`config.mk`:
```
export PLATFORM = sky130hd
export DESIGN_NAME = band_energy_detect
export DESIGN_NICKNAME = d
export VERILOG_FILES = /design/src/rtl/band_energy_detect.sv
export SDC_FILE = /design/constraint.sdc
export NUM_CORES = 1
export LEC_CHECK = 0
export CELL_PAD_IN_SITES_DETAIL_PLACEMENT = 0
export CELL_PAD_IN_SITES_GLOBAL_PLACEMENT = 1
export CORE_MARGIN = 10
export CORE_UTILIZATION = 45
export DETAILED_ROUTE_END_ITERATION = 7
export GPL_TIMING_DRIVEN = 0
export PLACE_DENSITY = 0.95
export REMOVE_ABC_BUFFERS = 1
export SLEW_MARGIN = 20
export SYNTH_ARGS = -nofsm -noshare
export SYNTH_HDL_FRONTEND = slang
export SYNTH_SLANG_ARGS = --single-unit
```
`constraint.sdc`:
```
create_clock -name clk_in -period 6 [get_ports clk_in]
set_clock_uncertainty 0.1 [all_clocks]
set_input_delay 1.2 -clock clk_in [delete_from_list [all_inputs] [get_ports clk_in]]
set_output_delay 1.2 -clock clk_in [all_outputs]
set_load 0.03 [all_outputs]
```
`src/rtl/band_energy_detect.sv`:
```
// band_energy_detect
//   Mean-magnitude energy detector with hysteresis for a bandpass filter output.
//   Each window of 2^WINDOW_LOG2 valid samples is averaged into energy_out.
//   A four-state detector then needs HOLD_WINDOWS consecutive qualifying
//   windows before it asserts or releases tone_detected.
//
// Parameters
//   SIG_WIDTH    : unsigned upstream sample width; the filtered sample is SIG_WIDTH+1 bits signed
//   WINDOW_LOG2  : log2 of the number of samples per averaging window
//   HOLD_WINDOWS : consecutive qualifying windows needed to change state (1..15)
//
// Ports
//   clk_in        : clock; all logic runs on its rising edge
//   rst_in        : asynchronous active-high reset
//   y_in          : signed filter output sample
//   y_in_valid    : one-cycle strobe qualifying y_in
//   flush_in      : synchronous restart of the current window (the sample in that cycle is dropped)
//   thresh_on     : assert threshold (energy_out >= thresh_on qualifies)
//   thresh_off    : release threshold (energy_out < thresh_off qualifies)
//   energy_out    : mean magnitude of the last completed window
//   energy_valid  : one-cycle pulse when energy_out updates
//   tone_detected : registered detect flag
module band_energy_detect #(
    parameter int SIG_WIDTH    = 8,
    parameter int WINDOW_LOG2  = 8,
    parameter int HOLD_WINDOWS = 2
) (
    input  logic                        clk_in,
    input  logic                        rst_in,
    input  logic signed [SIG_WIDTH:0]   y_in,
    input  logic                        y_in_valid,
    input  logic                        flush_in,
    input  logic        [SIG_WIDTH:0]   thresh_on,
    input  logic        [SIG_WIDTH:0]   thresh_off,
    output logic        [SIG_WIDTH:0]   energy_out,
    output logic                        energy_valid,
    output logic                        tone_detected
);

    localparam int MAG_W = SIG_WIDTH + 1;
    localparam int ACC_W = MAG_W + WINDOW_LOG2;
    localparam logic [3:0] HOLD_N = 4'(HOLD_WINDOWS);

    typedef enum logic [1:0] {QUIET, ARMING, DETECTED, RELEASING} state_t;

    // Two's-complement magnitude computed in the unsigned domain, so the most
    // negative input (100..0) maps to 2^SIG_WIDTH, which still fits MAG_W bits.
    function automatic logic [MAG_W-1:0] abs_mag(input logic signed [MAG_W-1:0] x);
        logic [MAG_W-1:0] u;
        u = $unsigned(x);
        abs_mag = u[MAG_W-1] ? (~u + MAG_W'(1)) : u;
    endfunction

    // Truncating divide by the window length: keep the top MAG_W bits of the sum.
    function automatic logic [MAG_W-1:0] window_mean(input logic [ACC_W-1:0] sum);
        window_mean = sum[ACC_W-1:WINDOW_LOG2];
    endfunction

    logic [MAG_W-1:0]       mag_p0;
    logic [ACC_W-1:0]       acc_p0;
    logic [ACC_W-1:0]       sum_p0;
    logic [WINDOW_LOG2-1:0] cnt_p0;
    logic                   last_p0;

    assign mag_p0  = abs_mag(y_in);
    assign sum_p0  = acc_p0 + {{WINDOW_LOG2{1'b0}}, mag_p0};
    assign last_p0 = (cnt_p0 == '1);

    // ---- stage p0 -> p1: accumulate; the completing sample is folded in and
    //      the accumulator restarts at zero so the next strobe is sample 0.
    always_ff @(posedge clk_in or posedge rst_in) begin
        if (rst_in) begin
            acc_p0       <= '0;
            cnt_p0       <= '0;
            energy_out   <= '0;
            energy_valid <= 1'b0;
        end else begin
            energy_valid <= 1'b0;
            if (flush_in) begin
                acc_p0 <= '0;
                cnt_p0 <= '0;
            end else if (y_in_valid) begin
                if (last_p0) begin
                    acc_p0       <= '0;
                    cnt_p0       <= '0;
                    energy_out   <= window_mean(sum_p0);
                    energy_valid <= 1'b1;
                end else begin
                    acc_p0 <= sum_p0;
                    cnt_p0 <= cnt_p0 + WINDOW_LOG2'(1);
                end
            end
        end
    end

    state_t     state_q, state_d;
    logic [3:0] hold_q, hold_d, hold_inc;
    logic       above_on, below_off;

    // Only thresh_on matters while quiet/arming and only thresh_off while
    // detected/releasing, so any ordering of the two thresholds is consistent.
    assign above_on  = (energy_out >= thresh_on);
    assign below_off = (energy_out <  thresh_off);
    assign hold_inc  = hold_q + 4'd1;

    always_comb begin
        state_d = state_q;
        hold_d  = hold_q;
        if (energy_valid) begin
            case (state_q)
                QUIET: begin
                    if (above_on) begin
                        if (HOLD_N == 4'd1) begin
                            state_d = DETECTED;
                            hold_d  = 4'd0;
                        end else begin
                            state_d = ARMING;
                            hold_d  = 4'd1;
                        end
                    end
                end
                ARMING: begin
                    if (!above_on) begin
                        state_d = QUIET;
                        hold_d  = 4'd0;
                    end else if (hold_inc == HOLD_N) begin
                        state_d = DETECTED;
                        hold_d  = 4'd0;
                    end else begin
                        hold_d  = hold_inc;
                    end
                end
                DETECTED: begin
                    if (below_off) begin
                        if (HOLD_N == 4'd1) begin
                            state_d = QUIET;
                            hold_d  = 4'd0;
                        end else begin
                            state_d = RELEASING;
                            hold_d  = 4'd1;
                        end
                    end
                end
                RELEASING: begin
                    if (!below_off) begin
                        state_d = DETECTED;
                        hold_d  = 4'd0;
                    end else if (hold_inc == HOLD_N) begin
                        state_d = QUIET;
                        hold_d  = 4'd0;
                    end else begin
                        hold_d  = hold_inc;
                    end
                end
                default: begin
                    state_d = QUIET;
                    hold_d  = 4'd0;
                end
            endcase
        end
    end

    // ---- stage p1 -> p2: detector state; tone_detected is registered from the
    //      next state so it lands two cycles after the completing sample.
    always_ff @(posedge clk_in or posedge rst_in) begin
        if (rst_in) begin
            state_q       <= QUIET;
            hold_q        <= 4'd0;
            tone_detected <= 1'b0;
        end else begin
            state_q       <= state_d;
            hold_q        <= hold_d;
            tone_detected <= (state_d == DETECTED) || (state_d == RELEASING);
        end
    end

endmodule

```
==> results of run 1 <==
## per-layer routing
layer / vias to the layer above / track usage / wire length (um)
li1: 1279 / - / -
met1: 1174 / 0.1616 / 2928
met2: 52 / 0.2085 / 2992
met3: 4 / 0.03472 / 394
met4: 0 / 0.02251 / 41
met5: - / 0 / 0
## worst register-to-register path, cell delays in order (launching register included)
cell	delay, ns
dfrtp_1	0.36
ha_1	0.19
inv_1	0.06
fa_1	0.41
o21ai_2	0.24
a221o_2	0.26
o21ai_4	0.10
or4_1	0.51
nand3_1	0.10
## cell usage in the layout (no fill, tap or decap), types with 2 or more instances in the layout
cell type        netlist  final
a22o_1                 7      7
a21oi_1               10     10
nand2b_1               2      2
or4_1                  6      6
and4_1                 2      2
xor2_1                12     12
o211ai_1               4      4
nand2_1               39     39
clkdlybuf4s50_1        0     41
ha_1                  33     33
a211o_1                2      2
clkbuf_8               0      5
bufinv_16              0      2
o21ba_2                2      2
a211oi_1               6      6
nor3b_1                2      2
nor3_1                 6      5
o31ai_1                2      2
inv_1                 30     29
a31oi_1                7      7
a32o_1                 2      2
nor3_2                 1      2
nor2_2                 1      2
a21o_1                 8      8
o211a_1                2      2
o21a_1                 3      3
xnor2_1               10     10
nand3_1                9      9
nor2b_1                2      2
nand4_1                5      5
o21ai_1               10     10
dfrtp_1               42     42
or3_1                  4      4
o21ai_0               15     15
nor2_1                17     16
## final cells by class
type	instances	area [um2]
fillers	576	2744
multi-input cells	251	1799
flip-flops and latches	42	1051
repair buffers	43	445.4
inverters	30	112.6
well taps	77	96.34
clock buffers	5	68.82
clock inverters	3	68.82
## synth_stat cells (all sizes together), types with 2 or more instances
library cell,count,share of area
a32o,2,0.0067
o21ba,2,0.0067
inv,30,0.038
nand3,9,0.015
xor2,12,0.035
a211o,2,0.0059
o21a,3,0.0075
o31ai,2,0.0050
xnor2,10,0.029
or4,6,0.015
o21ai,27,0.050
clkbuf,7,0.0092
a21oi,10,0.017
dfrtp,42,0.35
o211a,2,0.0067
nand2b,2,0.0042
a211oi,6,0.015
a22o,7,0.021
nor3b,2,0.0050
nand2,39,0.049
a21o,8,0.020
or3,4,0.0084
nor2,18,0.023
and4,3,0.0096
a31oi,7,0.015
nor2b,2,0.0042
ha,33,0.14
o211ai,4,0.010
nor3,7,0.013
nand4,5,0.010
## registers in the layout (all words and copies together) (netlist names)
register       flops
hold_q             4
energy_valid       1
state_q            2
acc_p0            17
cnt_p0             8
energy_out         9
tone_detected      1
## cell families after synthesis
kind of cell             count (synthesis)  synth area share
XOR/XNOR                                22           0.06460
adder cells (fa/ha/maj)                 34            0.1451
AND/OR/NAND/NOR                        103            0.1728
buffers and inverters                   37           0.04698
multiplexers                             2          0.007131
AO/OA/AOI/OAI                           90            0.2110
flip-flops                              42            0.3523
## per-stage QoR
step | hold slack [ns] | setup slack (ns) | utilization
after floorplan | 0.3563 | 2.312 | -
after global placement | 0.3698 | 1.543 | 0.5421
after detailed placement | 0.3871 | 1.519 | 0.5484
after CTS | 0.4058 | 1.802 | 0.5699
after global routing | 0.4404 | 1.692 | 0.5703
final | 0.4063 | 1.823 | 0.5703
## report_power, final
group          switching [mW]  internal [mW]
Combinational          0.0813         0.0745
Sequential             0.0143          0.296
Clock                   0.103          0.167
## final timing paths
kind	cells past startpoint	slack, ns	from	end
min reg2reg	2	0.41	acc_p0[6]	acc_p0[6]
min	2	0.41	acc_p0[6]	acc_p0[6]
max in group asynchronous	3	4.19	rst_in	acc_p0[10]
max reg2reg	8	3.60	acc_p0[0]	acc_p0[16]
max	13	1.82	y_in[0]	energy_out[2]
min in group asynchronous	2	1.14	rst_in	cnt_p0[6]
==> out/qor.yml, run 1 <==
irDropWorstVdd_mv: 0.1538
grt_max_degree: 24
grt_remaining_overflow: 0
final_nets: 438
cts_max_level: 2
viasPerCell: 5.563
hold_path_class: "reg2reg"
grt_pass1_wl_um: 11030
critPathLaunchType: "primary input"
clock_sinks: 42
synth-main-ff-cell: "dfrtp_1"
fin_area_um2: 3642
clockBufferDepth: 2
final_cells: 451
finalWeightedCongestion: 0.8070
async_flop_share: 1.000
path_max_fanout: 4
numCtsBuffers: 5
tightest_slew_ns: 0.6652
cts_tree: "yes"
cap_violations: 0
postRouteAntennaNets: 0
maxSlewViolCount: 0
antenna_found_initial: 0
grt_usage: 0.1259
synth_cell_types: 54
ys_seq_area_frac: 0.3523
path_cells: "clkdlybuf4s50_1 > inv_1 > ha_1 > nand2b_1 > or4_1 > nor4b_1 > ha_1 > inv_1 > nor2_1 > a221o_2 > o21ai_1 > xor2_1 > o21ai_1"
setup-tns-final_ns: 0
hold_violations: 0
finalPower_uw: 736.2
arrival_ns: 4.24
crit_slowest_cell: "clkdlybuf4s50_1"
pin_count: 42
cts_setup_buffers: 0
core-area_um2: 6386
outcome: "finished, final reports clean"
ys_ff_latch: 42
required_ns: 6.07
netlist_area_um2: 2983
syn_area_per_cell_um2: 9.039
cpPeakStageDelay_ns: 0.46
setup_viol: 0
die_area_um2: 10290
clk_pin_slew_ns: 0.08
ctsResizeCount: 0
yosys_warnings: 0
power_density_nw_per_um2: 202.1
critPathTopFamily: "simple AND/OR/NAND/NOR gates"
placed_cells: 443
period_needed_ns: 4.177
portBuffers: 41
vias: 2509
end_kind: "flip-flop"
hpwl_um: 4930
cellLeakagePower_nw: 1.693
die-width_um: 101.4
drc_errors: 0
synth_edf_count: 0
max_freq_mhz: 239.4
place_area_um2: 3502
rows: 29
area_growth_pct: 22.11
clock-root-buffer: "clkbuf_8"
die_y_um: 101.4
drive_gt1_frac: 0.06684
drt_iter0_drc: 112
insertedDiodeCount: 0
rsz0062_at_grt: "no"
worstSetupPathType: "in2reg"
fin_crit_sh: 0.6961
synthCells: 330
routedWlPerCell_um: 14.09
routed_wl_um: 6356
drtPass1Iterations: 4
first_global_vias: 2411
relSlewSlack: 0.5561
path_buf_inv: 3
start_util: 0.4671
postCtsHoldBufs: 0
insertion_delay_ns: 0.29
Power figures use the tool's default switching activity.
==> run 2: changes to the inputs <==
CORE_UTILIZATION = 42   (was 45)
PLACE_DENSITY = 0.9   (was 0.95)
clock period = 3.9 ns   (was 6 ns; I/O delays follow)
==> out/qor.yml, run 2 (synthesis gave the netlist of run 1 again) <==
power_density_nw_per_um2: 293.2
whs_ns: 0.4045
first_global_vias: 2401
routed_wl_um: 6346
path_max_fanout: 6
maxSlewViolCount: 0
portBuffers: 41
final_cells: 470
tightest_slew_ns: 0.7141
hpwl_um: 4950
grt_usage: 0.1192
final_common_cell: "dfrtp_1"
drt_iter0_drc: 91
clockBufferDepth: 2
relSlewSlack: 0.5234
die_y_um: 104.3
setup_viol: 0
viasPerCell: 5.287
drive_gt1_frac: 0.07219
rows: 30
die_area_um2: 10870
setup-tns-final_ns: 0
largest_reg_flops: 17
arrival_ns: 3.80
cap_violations: 0
grt_pass1_wl_um: 11270
die-width_um: 104.3
final_nets: 438
drtPass1Iterations: 5
hold_path_class: "reg2reg"
insertedDiodeCount: 0
antenna_found_initial: 0
top_register: "acc_p0"
period_needed_ns: 3.711
core-area_um2: 6832
end_kind: "flip-flop"
placed_cells: 462
postRouteAntennaNets: 0
vias: 2485
reg_top3: "acc_p0 (17), energy_out (9), cnt_p0 (8)"
pin_count: 42
finalPower_mw: 1.069
clock-root-buffer: "clkbuf_8"
irDropWorstVdd_mv: 0.1919
finalWeightedCongestion: 0.8141
insertion_delay_ns: 0.30
routedWlPerCell_um: 13.50
critPathLaunchType: "primary input"
fin_crit_sh: 0.9515
clock_sinks: 42
cts_tree: "yes"
grt_max_degree: 24
grt_remaining_overflow: 0
max_freq_mhz: 269.5
hold_violations: 0
rsz0062_at_grt: "no"
place_area_um2: 3518
fin_area_um2: 3645
cellLeakagePower_nw: 1.673
start_util: 0.4366
required_ns: 3.99
numCtsBuffers: 5
final_cell_mix: "dfrtp_1, clkdlybuf4s50_1, nand2_1"
cts_max_level: 2
drc_errors: 0
clk_pin_slew_ns: 0.09
worstSetupPathType: "in2reg"
outcome: "finished, final reports clean"
area_growth_pct: 22.19
## run 2: path summary, 6_finish.rpt
| check | start | slack, ns | cells after the start | end |
|---|---|---|---|---|
| worst max-delay path | y_in[0] | 0.19 | 14 | energy_out[5] |
| worst min-delay path | acc_p0[4] | 0.40 | 2 | acc_p0[4] |
| worst max register to register | acc_p0[0] | 1.50 | 8 | acc_p0[16] |
| worst min register to register | acc_p0[4] | 0.40 | 2 | acc_p0[4] |
| max in group asynchronous | rst_in | 2.52 | 3 | acc_p0[6] |
| min in group asynchronous | rst_in | 0.70 | 2 | hold_q[2] |
## run 2: critical path, cell delays in order
cell,delay (ns)
clkdlybuf4s50_1,0.45
inv_1,0.07
ha_1,0.15
nand2b_1,0.06
or4_1,0.45
nand2_1,0.11
xnor2_1,0.12
ha_1,0.29
a21oi_1,0.20
nand2_1,0.07
o21ai_1,0.27
o21ai_1,0.25
and4_1,0.28
a211o_1,0.22
## run 2: timing repair
action / in CTS / in global routing
hold buffers: 0 / 0
endpoints found under the hold margin: 0 / 0
gates resized for setup: 0 / 2
endpoints found under the setup margin: 0 / 7
buffers inserted: 0 / 0
## run 2: per-stage QoR
step,utilization,setup WS [ns]
3_3_place_gp,0.5103,-0.2035
6_report,0.5335,0.1892
2_1_floorplan,-,0.6324
4_1_cts,0.5317,0.04418
5_1_grt,0.5335,0.02115
3_5_place_dp,0.5150,-0.2552
## run 2: final cells by class
class / instances / area [um2]
multi-input cells: 251 / 1809
inverters: 30 / 112.6
clock inverters: 3 / 45.04
well taps: 96 / 120.1
clock buffers: 5 / 68.82
repair buffers: 43 / 437.9
flip-flops and latches: 42 / 1051
fillers: 668 / 3187
## run 2: report_power, final
group | switching [mW] | internal, mW
sequential | 0.0238 | 0.456
clock | 0.161 | 0.191
combinational | 0.124 | 0.114
## run 2: metal layers
layer	up-vias	GRT usage	wire length (um)
li1	1274	-	-
met1	1146	0.1586	3258
met2	58	0.1916	2839
met3	7	0.02045	170
met4	0	0.03579	78
met5	-	0	0
==> run 3: changes to the inputs <==
CAP_MARGIN = 20   (was unset)
==> results of run 3 <==
The final DEF is identical to that of run 2; final timing and power are the same.
